File: src/rtl/cpu_pkg.sv
// Shared load/store encodings: access size codes and their byte counts.
package cpu_pkg;

    typedef enum logic [1:0] {
        SZ_B = 2'd0,
        SZ_H = 2'd1,
        SZ_W = 2'd2,
        SZ_D = 2'd3
    } size_e;

    // Field width in bytes for a size code (1, 2, 4 or 8).
    function automatic logic [3:0] size_bytes(input logic [1:0] sz);
        return 4'd1 << sz;
    endfunction

endpackage

File: src/rtl/ext_field.sv
// Combinational field extraction from a memory word with zero/sign extension.
module ext_field
    import cpu_pkg::*;
#(
    parameter int unsigned DATA_W     = 32,
    parameter bit          BIG_ENDIAN = 1'b0,
    localparam int unsigned NB        = DATA_W / 8,
    localparam int unsigned OFS_W     = $clog2(NB)
) (
    input  logic [DATA_W-1:0] raw,
    input  logic [OFS_W-1:0]  ofs,
    input  logic [1:0]        size,
    input  logic              uns,
    output logic [DATA_W-1:0] ext,
    output logic              err
);

    logic [3:0]        sb;
    logic [3:0]        ofs_x;
    logic [3:0]        lane;
    logic [6:0]        fbits;
    logic [DATA_W-1:0] shifted;
    logic [DATA_W-1:0] mask;
    logic              sign;

    always_comb begin
        sb      = size_bytes(size);
        ofs_x   = 4'(ofs);
        err     = (sb > 4'(NB)) || ((ofs_x & (sb - 4'd1)) != 4'd0);
        lane    = BIG_ENDIAN ? (4'(NB) - ofs_x - sb) : ofs_x;
        fbits   = {sb, 3'b000};
        shifted = raw >> {lane, 3'b000};
        mask    = '1;
        sign    = 1'b0;
        ext     = '0;
        if (!err) begin
            mask = {DATA_W{1'b1}} >> (7'(DATA_W) - fbits);
            // mask ^ (mask >> 1) isolates the field MSB without a variable index
            sign = (|(shifted & (mask ^ (mask >> 1)))) & ~uns;
            ext  = (shifted & mask) | (sign ? ~mask : '0);
        end
    end

endmodule

File: src/rtl/load_ext_pipe.sv
// Two-stage elastic load-extension pipeline: S1 holds the request, S2 the result.
module load_ext_pipe #(
    parameter int unsigned DATA_W     = 32,
    parameter bit          BIG_ENDIAN = 1'b0,
    localparam int unsigned NB        = DATA_W / 8,
    localparam int unsigned OFS_W     = $clog2(NB)
) (
    input  logic              clk,
    input  logic              rst_n,
    input  logic              in_valid,
    output logic              in_ready,
    input  logic [DATA_W-1:0] in_data,
    input  logic [OFS_W-1:0]  in_ofs,
    input  logic [1:0]        in_size,
    input  logic              in_unsigned,
    output logic              out_valid,
    input  logic              out_ready,
    output logic [DATA_W-1:0] out_data,
    output logic              out_err
);

    logic              s1_valid;
    logic [DATA_W-1:0] s1_data;
    logic [OFS_W-1:0]  s1_ofs;
    logic [1:0]        s1_size;
    logic              s1_uns;

    logic              s1_advance;
    logic              s2_advance;
    logic [DATA_W-1:0] ext_data;
    logic              ext_err;

    assign s2_advance = !out_valid || out_ready;
    assign s1_advance = s1_valid && s2_advance;
    assign in_ready   = !s1_valid || s1_advance;

    always_ff @(posedge clk or negedge rst_n) begin
        if (!rst_n) begin
            s1_valid <= 1'b0;
        end else if (in_ready) begin
            s1_valid <= in_valid;
        end
    end

    always_ff @(posedge clk) begin
        if (in_valid && in_ready) begin
            s1_data <= in_data;
            s1_ofs  <= in_ofs;
            s1_size <= in_size;
            s1_uns  <= in_unsigned;
        end
    end

    ext_field #(
        .DATA_W    (DATA_W),
        .BIG_ENDIAN(BIG_ENDIAN)
    ) u_ext_field (
        .raw (s1_data),
        .ofs (s1_ofs),
        .size(s1_size),
        .uns (s1_uns),
        .ext (ext_data),
        .err (ext_err)
    );

    always_ff @(posedge clk or negedge rst_n) begin
        if (!rst_n) begin
            out_valid <= 1'b0;
            out_data  <= '0;
            out_err   <= 1'b0;
        end else if (s2_advance) begin
            out_valid <= s1_valid;
            if (s1_valid) begin
                out_data <= ext_data;
                out_err  <= ext_err;
            end
        end
    end

endmodule

File: config.mk
export PLATFORM = sky130hd
export DESIGN_NAME = load_ext_pipe
export DESIGN_NICKNAME = d
export VERILOG_FILES = /design/src/rtl/cpu_pkg.sv /design/src/rtl/ext_field.sv /design/src/rtl/load_ext_pipe.sv
export SDC_FILE = /design/constraint.sdc
export NUM_CORES = 1
export LEC_CHECK = 0
export CORE_ASPECT_RATIO = 1.25
export CORE_MARGIN = 2
export CORE_UTILIZATION = 55
export DETAILED_ROUTE_END_ITERATION = 10
export PLACE_DENSITY = 0.92
export SLEW_MARGIN = 0
export SYNTH_ARGS = -nofsm -noshare
export SYNTH_HDL_FRONTEND = slang
export SYNTH_HIERARCHICAL = 1
export SYNTH_SLANG_ARGS = --single-unit
File: constraint.sdc
create_clock -name clk -period 3.5 [get_ports clk]
set_input_delay 0.875 -clock clk [delete_from_list [all_inputs] [get_ports clk]]
set_output_delay 0.875 -clock clk [all_outputs]
set_load 0.01 [all_outputs]
======== Yosys cells after proc, flatten, opt, wreduce, memory -nomap -nowiden ========
Cells that the tools add are included.
word-level totals
  register bits ........................... 72
  input bits .............................. 41
  output and inout port bits .............. 35
  logic and storage cells ................. 34
cells by class
  $add $sub $neg .......................... 2
  magnitude comparators ................... 1
  shifts and indexed selects .............. 3
  mux-type cells .......................... 2
  bitwise operators ....................... 8
  reduce and logical (&&, ||, !) cells .... 10
operators with widths
  cell                   count
  $and 32x32->32         2
  $mux 32                2
  $not 32->32            1
  $or 32x32->32          1
  $reduce_or 32->1       1
  $shr 32x5->32          1
  $shr 32x7->32 const A  1
  $xor 32x31->32         1
  $sub 6x7->7 const A    1
  $and 2x4->4            1
  $gt 4x3->1 const B     1
  $reduce_bool 4->1      1
  $shl 1x2->4 const A    1
  $sub 4x1->4 const B    1
  $logic_or 1x1->1       3
  $logic_and 1x1->1      2
  $logic_not 1->1        2
  $reduce_and 2->1       1
  $and 1x1->1            1
  $not 1->1              1

======== Longest topological paths before layout ========
  depth after elaboration ................. 10
  gate-level depth with buffers ........... 9
  mapped depth without buffers ............ 7

======== Cells and area by module ========
Netlist, hierarchy kept.
modules (own cells, without submodules)
  module         instances  cells an instance  area an instance (um2)  sequential area each (um2)
  load_ext_pipe  1          114                2583.7                  1986.9
  ext_field      1          125                942.2                   0.0

======== Worst setup path after synthesis ========
OpenSTA, ideal clock, no wires.
  path type ............................... input to register
  from .................................... in out_ready
  to ...................................... reg s1_data[0] (enable)
  library setup time ...................... 0.398 ns
  arrival ................................. 1.991 ns
  required time ........................... 3.102 ns
  path slack .............................. 1.111 ns
  stages on the path ...................... 2
  path buffers ............................ 0
  cell sequence ........................... nand3b_1 -> and2_1
between the ends
  cells in the longest elaborated chain, start to end .. 4
RTL lines
  element                 line                 RTL
  start: declaration      load_ext_pipe.sv:17  input logic out_ready,
  $logic_or 1x1->1        load_ext_pipe.sv:33  assign s2_advance = !out_valid || out_ready;
  $logic_and 1x1->1       load_ext_pipe.sv:34  assign s1_advance = s1_valid && s2_advance;
  $logic_or 1x1->1        load_ext_pipe.sv:35  assign in_ready = !s1_valid || s1_advance;
  $logic_and 1x1->1       load_ext_pipe.sv:46  if (in_valid && in_ready) begin
  end signal: assignment  load_ext_pipe.sv:47  s1_data <= in_data;
  end: declaration        load_ext_pipe.sv:23  logic [DATA_W-1:0] s1_data;
No other way between the ends.
A chain may end at the register's enable or synchronous reset.

======== Final worst setup path ========
  from .................................... in out_ready
  to ...................................... out in_ready
between the ends
  cells in the longest elaborated chain, start to end .. 3
RTL lines
  element            line                 RTL
  $logic_or 1x1->1   load_ext_pipe.sv:33
  $logic_and 1x1->1  load_ext_pipe.sv:34
  $logic_or 1x1->1   load_ext_pipe.sv:35
  end: declaration   load_ext_pipe.sv:11  output logic in_ready,
No other way between the ends.

==> impl.org <==
** Run status
- The flow ran to the end, and the final reports show no timing, DRC or antenna violations.

** Worst setup path
- Data arrives at the worst endpoint at 2.05 ns.
- Reg-to-reg startpoint :: s1_size[0]
- Critical Setup Path Class :: input pin to output pin
- Data on the critical path is required at its endpoint by 2.62 ns.
- STA classifies the critical path endpoint as an output pin.
- The endpoint identified for the worst register-to-register timing path is out_data[13].
- Across all register-to-register paths, the minimum setup slack is 0.93 ns.
- Worst reg-to-reg path cell count :: 7
- Biggest fanout along the worst timing path :: 3
- Worst setup SP type :: input pin

** STA
- For the pin with the worst max-slew slack, the measured transition is 0.767 ns.
- For the finished layout, the period the worst path requires is 2.93 ns.
- Final hold violations :: 0
- Hold is met by 0.513 ns.
- Unrepaired setup endpoints after global routing :: false
- Slew headroom :: 48.7%
- Highest attainable clock frequency :: 342 MHz
- The max-slew violation count came to 0.
- In the final timing run, aggregate negative setup slack is 0 ns.
- Setup violators final :: 0
- The final critical path takes up 83.6% of the cycle.
- Post-route clock skew :: 0.00848 ns

** Yosys
- Yosys printed 6 warnings.
- Total nets after synthesis :: 284
- Main area contributors after synthesis :: edfxtp_1 32%, dfrtp_1 25%, mux2_4 13%
- Yosys top cell area share :: 31.5%
- The cell count after synthesis came out at 239.
- Sequential cells were found to cover 56.4% of the synthesized design area.
- Among all flip-flop cells after synthesis, the most frequent one is edfxtp_1.
- Number of enable flip-flop cells after synthesis :: 37
- Register bit total from synthesis :: 72
- Number of distinct standard cells referenced by the synthesized netlist :: 37
- Synthesized area divided by synthesized cell count :: 14.8 sq um
- Synth async-reset ratio :: 48.6%
- Library cell occupying the most area in the post-synthesis netlist :: edfxtp_1
- Summing every instance area after synthesis gives 0.00353 sq mm.

** Route
- Aggregate routed wire length :: 7050 microns
- Drt pass-1 iters :: 4
- Once detail routing completed, the nets flagged for antenna violations numbered 0.
- In the routed layout, each cell is associated on average with a via count of 5.65.
- Number of design rule violations left after detail routing :: 0
- DRC marker count from the first detailed-route iteration :: 106
- Detailed-route via count :: 2287
- After detailed routing, the average wire length per cell comes to 17.4 microns.

** Layout
- Number of nets in the layout :: 360
- The filler cells instantiated in the layout total 405.
- The area growth from synthesis to layout is 27.1%.
- After routing the design area is 0.00448 sq mm.
- The post-route netlist has 22.5% of its cells at a drive strength greater than 1.
- The repair_antennas step left the layout with diodes totalling 0.
- Layout Cells excl Fill :: 405

** Clock tree
- Clock tree from TritonCTS :: built
- The clock tree synthesis step divided the H-tree into 3 levels.
- Clock sink count :: 72
- Buffers inserted to repair hold after CTS numbered 0.
- The later pin in the worst-skew pair is clocked with a latency of 0.33 ns.
- After clock tree synthesis, the clock-pin slew on the worst setup and hold paths is 0.07 ns.
- Clk buf depth :: 2
- In this run the post-CTS setup repair buffer count came out at 0.
- TritonCTS created 9 clock buffers.
- After clock tree synthesis, the repair step resized 0 gates.
- Root buffer cell :: clkbuf_8

** Worst hold path
- The worst hold path belongs to the class flip-flop to flip-flop.
- For hold timing, the worst endpoint is out_data[26].
- Startpoint of the worst hold path :: out_data[26]
- Along the worst hold path, the cell count comes to 1.

** Global route
- Vias in the first global route :: 2322
- For this run the aggregate overflow at the end of global routing stands at 0.
- In the global route stage, overall resource usage came out at 21.7%.
- Entering global routing, the biggest net connects 38 pins.
- Wire length of the first global-routing pass :: 11200 microns
- The number of antenna violations at the first check in global routing is 0.

** Pwr
- Power spread over the standard cell area amounts to 459 mW/mm^2.
- Leak Pwr :: 1.83 nW
- The worst-case IR drop observed on VDD is 0.000415 V.

** Floorplan
- Width of the chip :: 75.6 microns
- The core region is 0.00621 sq mm.
- Vertical die dimension :: 93.5 microns
- The die covers 0.00707 sq mm.
- The initial utilization of the core area, before any placement, comes to 56.8%.
- Row count :: 32
- Top-level I/O count :: 76

** Placement
- Input and output buffers added on the ports amount to 75.
- The placed instances occupy a cell area of 0.00429 sq mm.
- In this run, placement finished with an instance count of 389.
- Routability-driven placement finished with a final weighted congestion of 0.908.
- Detailed placer's ending HPWL :: 5220 microns

** Run
- Across the run, the number of max-cap violations was 0.
==> worst max-delay path by stage <==
| stage | start | end | slack (ns) | cells past startpoint |
|---|---|---|---|---|
| 2_1_floorplan | out_ready | s1_data[0] | 1.11 | 2 |
| 3_3_place_gp | out_ready | in_ready | 0.60 | 3 |
| 3_5_place_dp | out_ready | in_ready | 0.58 | 3 |
| 4_1_cts | out_ready | in_ready | 0.57 | 3 |
| 5_1_grt | out_ready | in_ready | 0.53 | 3 |
| 6_report | out_ready | in_ready | 0.57 | 3 |
==> flip-flops by register name, summed over array words and instances, names as in the netlist <==
name,cells
out_valid,1
s1_uns,1
s1_size,2
out_err,1
out_data,32
s1_data,32
s1_ofs,2
s1_valid,1
==> cell usage after synthesis (2+ instances only) <==
cell,number
o22ai_1,2
clkbuf_1,2
mux2_2,16
and2_1,2
nand2b_1,4
a221oi_1,6
o31ai_1,16
edfxtp_1,37
ha_1,4
nand3b_1,4
mux2i_1,10
inv_1,5
nor4b_2,2
dfrtp_1,35
a21oi_1,7
nand2_1,17
nor2_1,9
mux2_4,30
buf_12,3
a211oi_1,7
buf_2,5
==> metal layers <==
metal / track usage (%) / vias up / share of wire [%]
li1: - / 1062 / -
met1: 27.2 / 1118 / 40
met2: 35.6 / 95 / 53
met3: 4.74 / 12 / 5.1
met4: 8.92 / 0 / 2.0
met5: 0 / - / 0
==> cell type report <==
cell class / count / area (sq um) / share of cell area [%]
tap: 85 / 106 / 2.37
clock buffer: 16 / 190 / 4.24
sequential: 72 / 1990 / 44.3
inverter: 5 / 18.8 / 0.419
multi-input combinational: 149 / 1410 / 31.4
timing repair buffer: 78 / 773 / 17.3
==> worst max-delay path, cell delays in order <==
cell and delay [ns]:
clkdlybuf4s50_1 0.47, nand3b_1 0.15, clkdlybuf4s50_1 0.55
==> cells in the final DEF, fill, tap and decap left out, drive strengths merged <==
cell type and count:
nand2 18, o31ai 16, o211a 1, clkbuf 16, a21oi 8, nor4b 2, mux4 1, o21ai 1
dfrtp 35, a2bb2oi 2, o21bai 1, buf 3, a211oi 8, inv 5, and4b 1, edfxtp 37
or2b 1, nor4 1, ha 4, mux2i 10, nor2 9, o22ai 2, a221oi 6, clkdlybuf4s50 75
mux2 46, nand2b 5, nand3b 4, and2 2
==> stage by stage <==
stage	utilization (%)	power, W	setup slack [ns]
after detailed placement	69.1	0.00146	0.581
after global placement	69.1	0.00144	0.596
final	72.2	0.00206	0.574
after global routing	72.2	0.00215	0.534
after CTS	72.2	0.00207	0.571
after floorplan	-	0.00128	1.11
==> power breakdown <==
group          total, W  internal [W]  switching, W  leakage (nW)
combinational  0.000418      0.000242      0.000176         0.915
clock          0.000609      0.000336      0.000273        0.0970
sequential      0.00103      0.000974     0.0000541         0.820
==> cells by family after synthesis <==
group,count (synthesis),share of synthesized area [%]
adders and majority gates,4,1.42
AOI/OAI and AO/OA,45,9.97
buffers and inverters,18,3.80
and+or+nand+nor,43,7.10
DFF,72,56.4
muxes,57,21.4
Note: power is estimated with default switching activity, not from simulation.
